File: src/rtl/gate_selftest_pkg.sv
// Shared types and constants for the 2-input gate self-test sequencer.
// Truth tables are indexed by {A,B}; bit 0 is the expected Y for vector 00.
package gate_selftest_pkg;

  typedef enum logic [2:0] {
    ST_IDLE,
    ST_APPLY,
    ST_SETTLE,
    ST_SAMPLE,
    ST_FINISH
  } state_e;

  localparam int NUM_VECTORS = 4;
  localparam int TIMER_W     = 8;

  localparam logic [3:0] TT_XNOR = 4'b1001;
  localparam logic [3:0] TT_XOR  = 4'b0110;
  localparam logic [3:0] TT_AND  = 4'b1000;
  localparam logic [3:0] TT_OR   = 4'b1110;

  function automatic logic [7:0] sat_inc8(input logic [7:0] v);
    return (v == 8'hFF) ? v : v + 8'd1;
  endfunction

endpackage

File: src/rtl/selftest_settle_timer.sv
// Loadable down-counter that times the settle window between driving the
// gate inputs and sampling its output; holds at zero once it gets there.
module selftest_settle_timer
  import gate_selftest_pkg::*;
(
  input  logic               clk,
  input  logic               rst,
  input  logic               load,
  input  logic               dec,
  input  logic [TIMER_W-1:0] load_val,
  output logic               zero
);

  logic [TIMER_W-1:0] count_q, count_d;

  always_comb begin
    count_d = count_q;
    if (load) begin
      count_d = load_val;
    end else if (dec && (count_q != '0)) begin
      count_d = count_q - 1'b1;
    end
  end

  always_ff @(posedge clk or posedge rst) begin
    if (rst) begin
      count_q <= '0;
    end else begin
      count_q <= count_d;
    end
  end

  assign zero = (count_q == '0);

endmodule

File: src/rtl/gate_selftest_ctrl.sv
// Sequencer that walks a 2-input gate through all four input vectors, checks
// Y against TRUTH_TABLE after a settle window and reports pass/mask/count.
module gate_selftest_ctrl
  import gate_selftest_pkg::*;
#(
  parameter logic [3:0] TRUTH_TABLE   = TT_XNOR,
  parameter int         SETTLE_CYCLES = 2,
  parameter int         LOOPS         = 1
) (
  input  logic       clk,
  input  logic       rst,
  input  logic       start,
  input  logic       abort,
  output logic       gate_a,
  output logic       gate_b,
  input  logic       gate_y,
  output logic       busy,
  output logic       done,
  output logic       pass,
  output logic [3:0] mismatch_mask,
  output logic [7:0] err_count
);

  localparam logic [TIMER_W-1:0] SETTLE_LOAD = TIMER_W'(SETTLE_CYCLES - 1);
  localparam logic [7:0]         LAST_LOOP   = 8'(LOOPS - 1);
  localparam logic [1:0]         LAST_IDX    = 2'(NUM_VECTORS - 1);

  state_e     state_q, state_d;
  logic [1:0] idx_q, idx_d;
  logic [7:0] loop_q, loop_d;
  logic       gate_a_q, gate_a_d;
  logic       gate_b_q, gate_b_d;
  logic       busy_q, busy_d;
  logic       done_q, done_d;
  logic       pass_q, pass_d;
  logic       aborted_q, aborted_d;
  logic [3:0] mask_q, mask_d;
  logic [7:0] err_q, err_d;

  logic       timer_load, timer_dec, timer_zero;
  logic       mismatch;

  selftest_settle_timer u_settle_timer (
    .clk      (clk),
    .rst      (rst),
    .load     (timer_load),
    .dec      (timer_dec),
    .load_val (SETTLE_LOAD),
    .zero     (timer_zero)
  );

  assign mismatch = (gate_y != TRUTH_TABLE[idx_q]);

  always_comb begin
    state_d    = state_q;
    idx_d      = idx_q;
    loop_d     = loop_q;
    gate_a_d   = gate_a_q;
    gate_b_d   = gate_b_q;
    pass_d     = pass_q;
    aborted_d  = aborted_q;
    mask_d     = mask_q;
    err_d      = err_q;
    timer_load = 1'b0;
    timer_dec  = 1'b0;

    unique case (state_q)
      ST_IDLE: begin
        // abort beats start: a simultaneous request never launches a run
        if (start && !abort) begin
          state_d   = ST_APPLY;
          idx_d     = 2'd0;
          loop_d    = 8'd0;
          pass_d    = 1'b0;
          aborted_d = 1'b0;
          mask_d    = 4'b0000;
          err_d     = 8'd0;
        end
      end
      ST_APPLY: begin
        timer_load = 1'b1;
        state_d    = abort ? ST_FINISH : ST_SETTLE;
      end
      ST_SETTLE: begin
        timer_dec = 1'b1;
        if (abort) begin
          state_d = ST_FINISH;
        end else if (timer_zero) begin
          state_d = ST_SAMPLE;
        end
      end
      ST_SAMPLE: begin
        // the compare is recorded even when abort cuts the run short here
        if (mismatch) begin
          mask_d[idx_q] = 1'b1;
          err_d         = sat_inc8(err_q);
        end
        if (abort) begin
          state_d = ST_FINISH;
        end else if (idx_q != LAST_IDX) begin
          idx_d   = idx_q + 2'd1;
          state_d = ST_APPLY;
        end else if (loop_q != LAST_LOOP) begin
          idx_d   = 2'd0;
          loop_d  = loop_q + 8'd1;
          state_d = ST_APPLY;
        end else begin
          state_d = ST_FINISH;
        end
      end
      ST_FINISH: begin
        state_d = ST_IDLE;
        pass_d  = !aborted_q && !abort && (err_q == 8'd0);
      end
      default: begin
        state_d = ST_IDLE;
      end
    endcase

    if (abort && (state_q inside {ST_APPLY, ST_SETTLE, ST_SAMPLE})) begin
      aborted_d = 1'b1;
    end

    // Inputs change on entry to APPLY so they are stable for the whole vector.
    if (state_d == ST_APPLY) begin
      {gate_a_d, gate_b_d} = idx_d;
    end

    busy_d = (state_d inside {ST_APPLY, ST_SETTLE, ST_SAMPLE});
    done_d = (state_q == ST_FINISH);
  end

  always_ff @(posedge clk or posedge rst) begin
    if (rst) begin
      state_q   <= ST_IDLE;
      idx_q     <= 2'd0;
      loop_q    <= 8'd0;
      gate_a_q  <= 1'b0;
      gate_b_q  <= 1'b0;
      busy_q    <= 1'b0;
      done_q    <= 1'b0;
      pass_q    <= 1'b0;
      aborted_q <= 1'b0;
      mask_q    <= 4'b0000;
      err_q     <= 8'd0;
    end else begin
      state_q   <= state_d;
      idx_q     <= idx_d;
      loop_q    <= loop_d;
      gate_a_q  <= gate_a_d;
      gate_b_q  <= gate_b_d;
      busy_q    <= busy_d;
      done_q    <= done_d;
      pass_q    <= pass_d;
      aborted_q <= aborted_d;
      mask_q    <= mask_d;
      err_q     <= err_d;
    end
  end

  assign gate_a        = gate_a_q;
  assign gate_b        = gate_b_q;
  assign busy          = busy_q;
  assign done          = done_q;
  assign pass          = pass_q;
  assign mismatch_mask = mask_q;
  assign err_count     = err_q;

endmodule

File: config.mk
export PLATFORM = sky130hd
export DESIGN_NAME = gate_selftest_ctrl
export DESIGN_NICKNAME = d
export VERILOG_FILES = /design/src/rtl/gate_selftest_pkg.sv /design/src/rtl/selftest_settle_timer.sv /design/src/rtl/gate_selftest_ctrl.sv
export SDC_FILE = /design/constraint.sdc
export NUM_CORES = 1
export LEC_CHECK = 0
export ABC_CLOCK_PERIOD_IN_PS = 2400
export CAP_MARGIN = 20
export CORE_MARGIN = 4
export CORE_UTILIZATION = 50
export CTS_CLUSTER_SIZE = 24
export DETAILED_ROUTE_END_ITERATION = 12
export GPL_ROUTABILITY_DRIVEN = 0
export PLACE_DENSITY = 0.72
export RECOVER_POWER = 50
export SYNTH_ARGS = -nofsm -noshare
export SYNTH_HDL_FRONTEND = slang
export SYNTH_SLANG_ARGS = --single-unit
File: constraint.sdc
create_clock -name clk -period 2.4 [get_ports clk]
set_clock_uncertainty 0.1 [all_clocks]
set_input_delay 0.24 -clock clk [delete_from_list [all_inputs] [get_ports clk]]
set_output_delay 0.24 -clock clk [all_outputs]
set_load 0.005 [all_outputs]
Yosys cells after proc, flatten, opt, wreduce, memory -nomap -nowiden
Cells that the tools add are included.
{ "totals": {"regBits": 39, "latch_bits": 0, "ram_bits": 0, "in_bits": 5, "romBits": 0, "memories": 0} }
{ "classes": {"mux": 36, "reduce_logical": 25, "multipliers": 0, "n_div": 0, "bitwise_logic": 1, "n_eq_ne": 16, "n_shift": 0, "n_addsub": 4, "order_cmp": 2} }
{ "op_table": {"columns": ["cell", "n"], "rows": [
  ["$mux 8", 8],
  ["$pmux 8 s2", 2],
  ["$mux 3", 7],
  ["$add 8x1->8 const B", 2],
  ["$logic_not 8->1", 2],
  ["$reduce_bool 8->1", 2],
  ["$ne 2x2->1 const B", 7],
  ["$eq 3x2->1 const B", 4],
  ["$pmux 3 s4", 1],
  ["$reduce_bool 2->1", 5],
  ["$eq 8x8->1 const B", 1],
  ["$mux 2", 4],
  ["$mux 4", 2],
  ["$pmux 4 s2", 1],
  ["$sub 8x1->8 const B", 1],
  ["$mux 1", 7],
  ["$eq 3x1->1 const B", 2],
  ["$logic_and 1x1->1", 6],
  ["$reduce_bool 3->1", 2],
  ["$reduce_and 5->1", 1],
  ["$or 4x4->4", 1],
  ["$pmux 2 s2", 1],
  ["$reduce_and 2->1", 2],
  ["$reduce_and 4->1", 1],
  ["other kinds (11)", 12]
]} }

Depth between registers and ports, before layout
{ "logic_depth": {"ltp_word": 7, "depth_mapped": 6, "ltp_nobuf": 6} }

Cells and area by module
Synthesis repeated with hierarchy kept, for this count alone.
{ "unflattened": {"cells_unflattened": 229, "hier_area_um2": 2234.6} }
{ "modules_own_cells": {"columns": ["module", "cells_per_inst", "n_inst", "seq_area_each_um2", "area_each_um2"], "rows": [
  ["gate_selftest_ctrl", 176, 1, 775.7, 1739.2],
  ["selftest_settle_timer", 53, 1, 200.2, 495.5]
]} }

Worst setup path after synthesis
Ideal clock, no wire load.
{ "synth_timing": {"kind": "register to register", "start": "register idx_q[0]", "end": "register err_q[6], in the netlist err_count[6]", "path_stages_with_launch": 7, "n_path_buf": 0, "t_arrival_ns": 1.657, "setup_time_ns": 0.077, "slack_ns": 0.566, "required_ns": 2.223, "cell_sequence": "dfrtp_1 inv_1 ha_1 xnor2_1 o2111ai_1 or3_1 a21oi_1"} }
{ "synth_between": {"elab_chain_cells": 5} }
{ "synth_lines": {"columns": ["element", "line_no", "source"], "rows": [
  ["start, declared", "gate_selftest_ctrl.sv:29", "logic [1:0] idx_q, idx_d;"],
  ["start signal, assigned", "gate_selftest_ctrl.sv:148", "idx_q <= idx_d;"],
  ["$bmux 1 s2", "gate_selftest_ctrl.sv:52", "assign mismatch = (gate_y != TRUTH_TABLE[idx_q]);"],
  ["$mux 1 (implied by the code)", "gate_selftest_ctrl.sv:52", null],
  ["$ne 1x1->1", "gate_selftest_ctrl.sv:52", null],
  ["$ne 2x2->1 (no line)", null, null],
  ["$reduce_and 4->1 (no line)", null, null],
  ["end signal, assigned", "gate_selftest_ctrl.sv:157", "err_q <= err_d;"],
  ["end, declared", "gate_selftest_ctrl.sv:38", "logic [7:0] err_q, err_d;"]
]} }
Every way passes these cells. The select of a mux whose other input is x is not followed.
A chain may end at the register's enable or synchronous reset.

Final worst setup path
Ends and elaborated chain as after synthesis.

==> impl_metrics.sql <==
INSERT INTO impl_metrics (metric_group, metric, value, unit) VALUES
('floorplanning', 'die_area', '0.00543', 'mm²'),
('worst_setup_path', 'rr_worst_depth', '6', ''),
('routing', 'routed_wirelength', '4490', 'µm'),
('worst_setup_path', 'worst_ep_required_time', '2.52', 'ns'),
('power_and_ir_drop', 'power_density', '795', 'mW/mm²'),
('global_route', 'first_global_vias', '1696', ''),
('logic_synthesis', 'ys_top_cells_by_area', 'sky130_fd_sc_hd__dfrtp_1, sky130_fd_sc_hd__ha_1, sky130_fd_sc_hd__nor2_1, sky130_fd_sc_hd__nand2_1, sky130_fd_sc_hd__nor3_1', ''),
('min_path', 'min_to', 'gate_b', ''),
('worst_setup_path', 'critical_path.cell_chain', 'inv_1 > ha_1 > xnor2_1 > o2111ai_1 > or3_1 > a21oi_1', ''),
('finish', 'fin_util', '62.7', '%'),
('global_route', 'number_of_antenna_violations_at_the_first_check_in_global_routing', '0', ''),
('worst_setup_path', 'timing.critical_path.arrival', '2.18', 'ns'),
('timing', 'hold_violations', '0', ''),
('timing', 'share_of_the_clock_period_used_by_the_worst_path', '85.6', '%'),
('floorplanning', 'die_width', '73.7', 'µm'),
('outcome', 'status', 'finished clean', ''),
('worst_setup_path', 'critical_path_peak_fanout', '5', ''),
('clocking', 'cts.repair_timing.setup_buffer_count', '0', ''),
('timing', 'timing.setup.tns', '0', 'ns'),
('timing', 'maxClockFrequency', '487', 'MHz'),
('power_and_ir_drop', 'leakage', '1.19', 'nW'),
('timing', 'final.min_clock_period', '2.05', 'ns'),
('logic_synthesis', 'number_of_synthesized_register_bits', '39', ''),
('global_route', 'grt.met1_usage', '28.2', '%'),
('routing', 'drt.antenna.violating_nets', '0', ''),
('routing', 'detail_route.first_pass.iterations', '4', ''),
('logic_synthesis', 'synth-warning-count', '0', ''),
('clocking', 'ctsResizeCount', '0', ''),
('timing', 'slew_headroom', '36.1', '%'),
('logic_synthesis', 'synth_top_area_cell', 'sky130_fd_sc_hd__dfrtp_1', ''),
('flow_run', 'timing.max_cap.violations', '0', ''),
('timing', 'final-setup-viol-count', '0', ''),
('logic_synthesis', 'number_of_enable_type_register_cells_in_the_synthesized_netlist', '0', ''),
('timing', 'unrepaired_setup_endpoints_after_global_routing', 'no', ''),
('min_path', 'hold_path_startpoint', 'gate_b', ''),
('floorplanning', 'boundaryPins', '22', ''),
('routing', 'dr.first_iter.drc_count', '101', ''),
('global_route', 'met2_usage', '27.2', '%'),
('clocking', 'cts_tree', 'yes', ''),
('logic_synthesis', 'total_standard_cell_area_after_synthesis', '0.00216', 'mm²'),
('finish', 'finalNetCount', '262', ''),
('global_route', 'groute.layer.met3.usage', '4.51', '%'),
('clocking', 'cts_root_buffer', 'sky130_fd_sc_hd__clkbuf_8', ''),
('worst_setup_path', 'cp-startpoint', 'idx_q[0]', ''),
('power_and_ir_drop', 'vdd.ir_drop.worst', '0.000554', 'V'),
('placed_design', 'place.detailed.hpwl', '3220', 'µm'),
('global_route', 'grt_pass1_wl', '7960', 'µm'),
('clocking', 'cts_hold_buffers', '0', ''),
('finish', 'final.fill_count', '350', ''),
('global_route', 'global_route_total_usage_across_every_layer', '19.1', '%'),
('floorplanning', 'start_util', '52.8', '%'),
('min_path', 'worst_hold_path_type', 'flop to flop', ''),
('routing', 'drt-wirelength-per-cell', '15.1', 'µm'),
('clocking', 'cts-htree-levels', '2', ''),
('finish', 'num_antenna_cells', '0', ''),
('routing', 'vias', '1712', ''),
('worst_setup_path', 'crit_path_top_delay_cell', 'sky130_fd_sc_hd__dfrtp_1', ''),
('worst_setup_path', 'worstReg2RegStart', 'idx_q[0]', ''),
('clocking', 'skew_pair_late_insertion_delay', '0.30', 'ns'),
('routing', 'routed_via_density', '5.74', ''),
('min_path', 'holdPathStages', '1', ''),
('clocking', 'clock_path_buffers', '2', ''),
('floorplanning', 'core_region_area', '0.00409', 'mm²'),
('timing', 'timing_worst_slew_pin_value', '0.958', 'ns'),
('worst_setup_path', 'critPathKind', 'flop to flop', ''),
('logic_synthesis', 'synthesis.instances', '218', ''),
('clocking', 'cts.sinks', '39', ''),
('logic_synthesis', 'avgSynthCellArea', '9.90', 'µm²'),
('worst_setup_path', 'reg2reg_setup_slack', '0.35', 'ns'),
('global_route', 'grt_remaining_overflow', '0', ''),
('placed_design', 'io_buffers', '21', '');
-- state kept, by name (all words and copies together) (netlist names) --
name / cells
loop_q: 8
aborted_q: 1
u_settle_timer.count_q: 8
busy: 1
state_q: 3
err_count: 8
pass: 1
mismatch_mask: 4
gate_a: 1
idx_q: 2
gate_b: 1
done: 1
-- cell families (layout without fill, tap and decap cells) --
family / count (synthesis) / in the layout / synth area share (%)
buffers and inverters: 20 / 50 / 3.88
DFF: 39 / 39 / 45.2
xor gates and xnor gates: 9 / 9 / 3.65
muxes: 5 / 5 / 2.32
and+or+nand+nor: 88 / 88 / 24.1
adders and majority gates: 10 / 10 / 5.80
AOI/OAI and AO/OA: 47 / 47 / 15.0
-- report_power, final --
part	switching (W)	internal [W]	leakage, nW
combinational	0.000314	0.000254	0.597
sequential	0.000136	0.000764	0.534
clock	0.000234	0.000336	0.0612
total	0.000684	0.00135	1.19
-- synthesized netlist by cell type, drive strengths merged, types with 3 or more instances --
library cell  count
mux2i             5
nand2b            4
nand3             7
dfrtp            39
o21ai             8
or4               7
inv              14
xnor2             3
o211ai            7
nand2            16
a21oi            10
ha               10
nor2             18
buf               5
o2111ai           5
or3               3
nor4              3
nor3             12
xor2              6
nand4             4
-- worst max-delay path, delay by kind of cell, from the launching register on --
family	cells	cell delay (ns)
flops	1	0.42
simple gates	1	0.40
fa+ha+maj	1	0.37
compound gates	2	0.37
xor+xnor	1	0.24
buf+inv	1	0.09
-- layout by cell type (no fill, tap or decap), types with 8 or more instances in the layout --
cell type	synthesis	routed
sky130_fd_sc_hd__ha_1	10	10
sky130_fd_sc_hd__o21ai_0	8	8
sky130_fd_sc_hd__inv_1	14	14
sky130_fd_sc_hd__nor3_1	11	11
sky130_fd_sc_hd__dfrtp_1	39	39
sky130_fd_sc_hd__nand2_1	16	16
sky130_fd_sc_hd__a21oi_1	10	10
sky130_fd_sc_hd__nor2_1	18	18
sky130_fd_sc_hd__clkdlybuf4s50_1	0	14
-- worst max path at each step --
stage,cells after the start,to,slack (ns)
after floorplan,6,err_count[6],0.57
after global placement,5,gate_a,0.35
after detailed placement,5,gate_a,0.32
after CTS,6,err_count[6],0.32
after global routing,6,state_q[0],0.19
final,6,err_count[6],0.35
-- cell type report --
cell class              instances  area [µm²]  area share, %
clock buffers                   6        82.6           3.22
clock inverters                 2        35.0           1.37
inverters                      14        52.6           2.05
multi-input cells             159        1100           42.9
flip-flops and latches         39         976           38.1
well taps                      50        62.6           2.44
repair buffers                 28         256           10.0
-- through the flow --
stage,area (µm²),setup WS [ns],instances
finish,2560,0.346,298
global route,2560,0.191,298
CTS,2570,0.320,298
detailed placement,2450,0.318,290
global placement,2450,0.349,290
floorplan,2160,0.566,218
-- per-layer routing --
layer | part of all wire, % | vias up | routed length (µm)
li1 | - | 863 | -
met2 | 43 | 34 | 1940
met3 | 3.3 | 6 | 149
met1 | 52 | 809 | 2340
met4 | 1.5 | 0 | 68
met5 | 0 | - | 0
No activity file was read; power rests on OpenSTA's default activity.
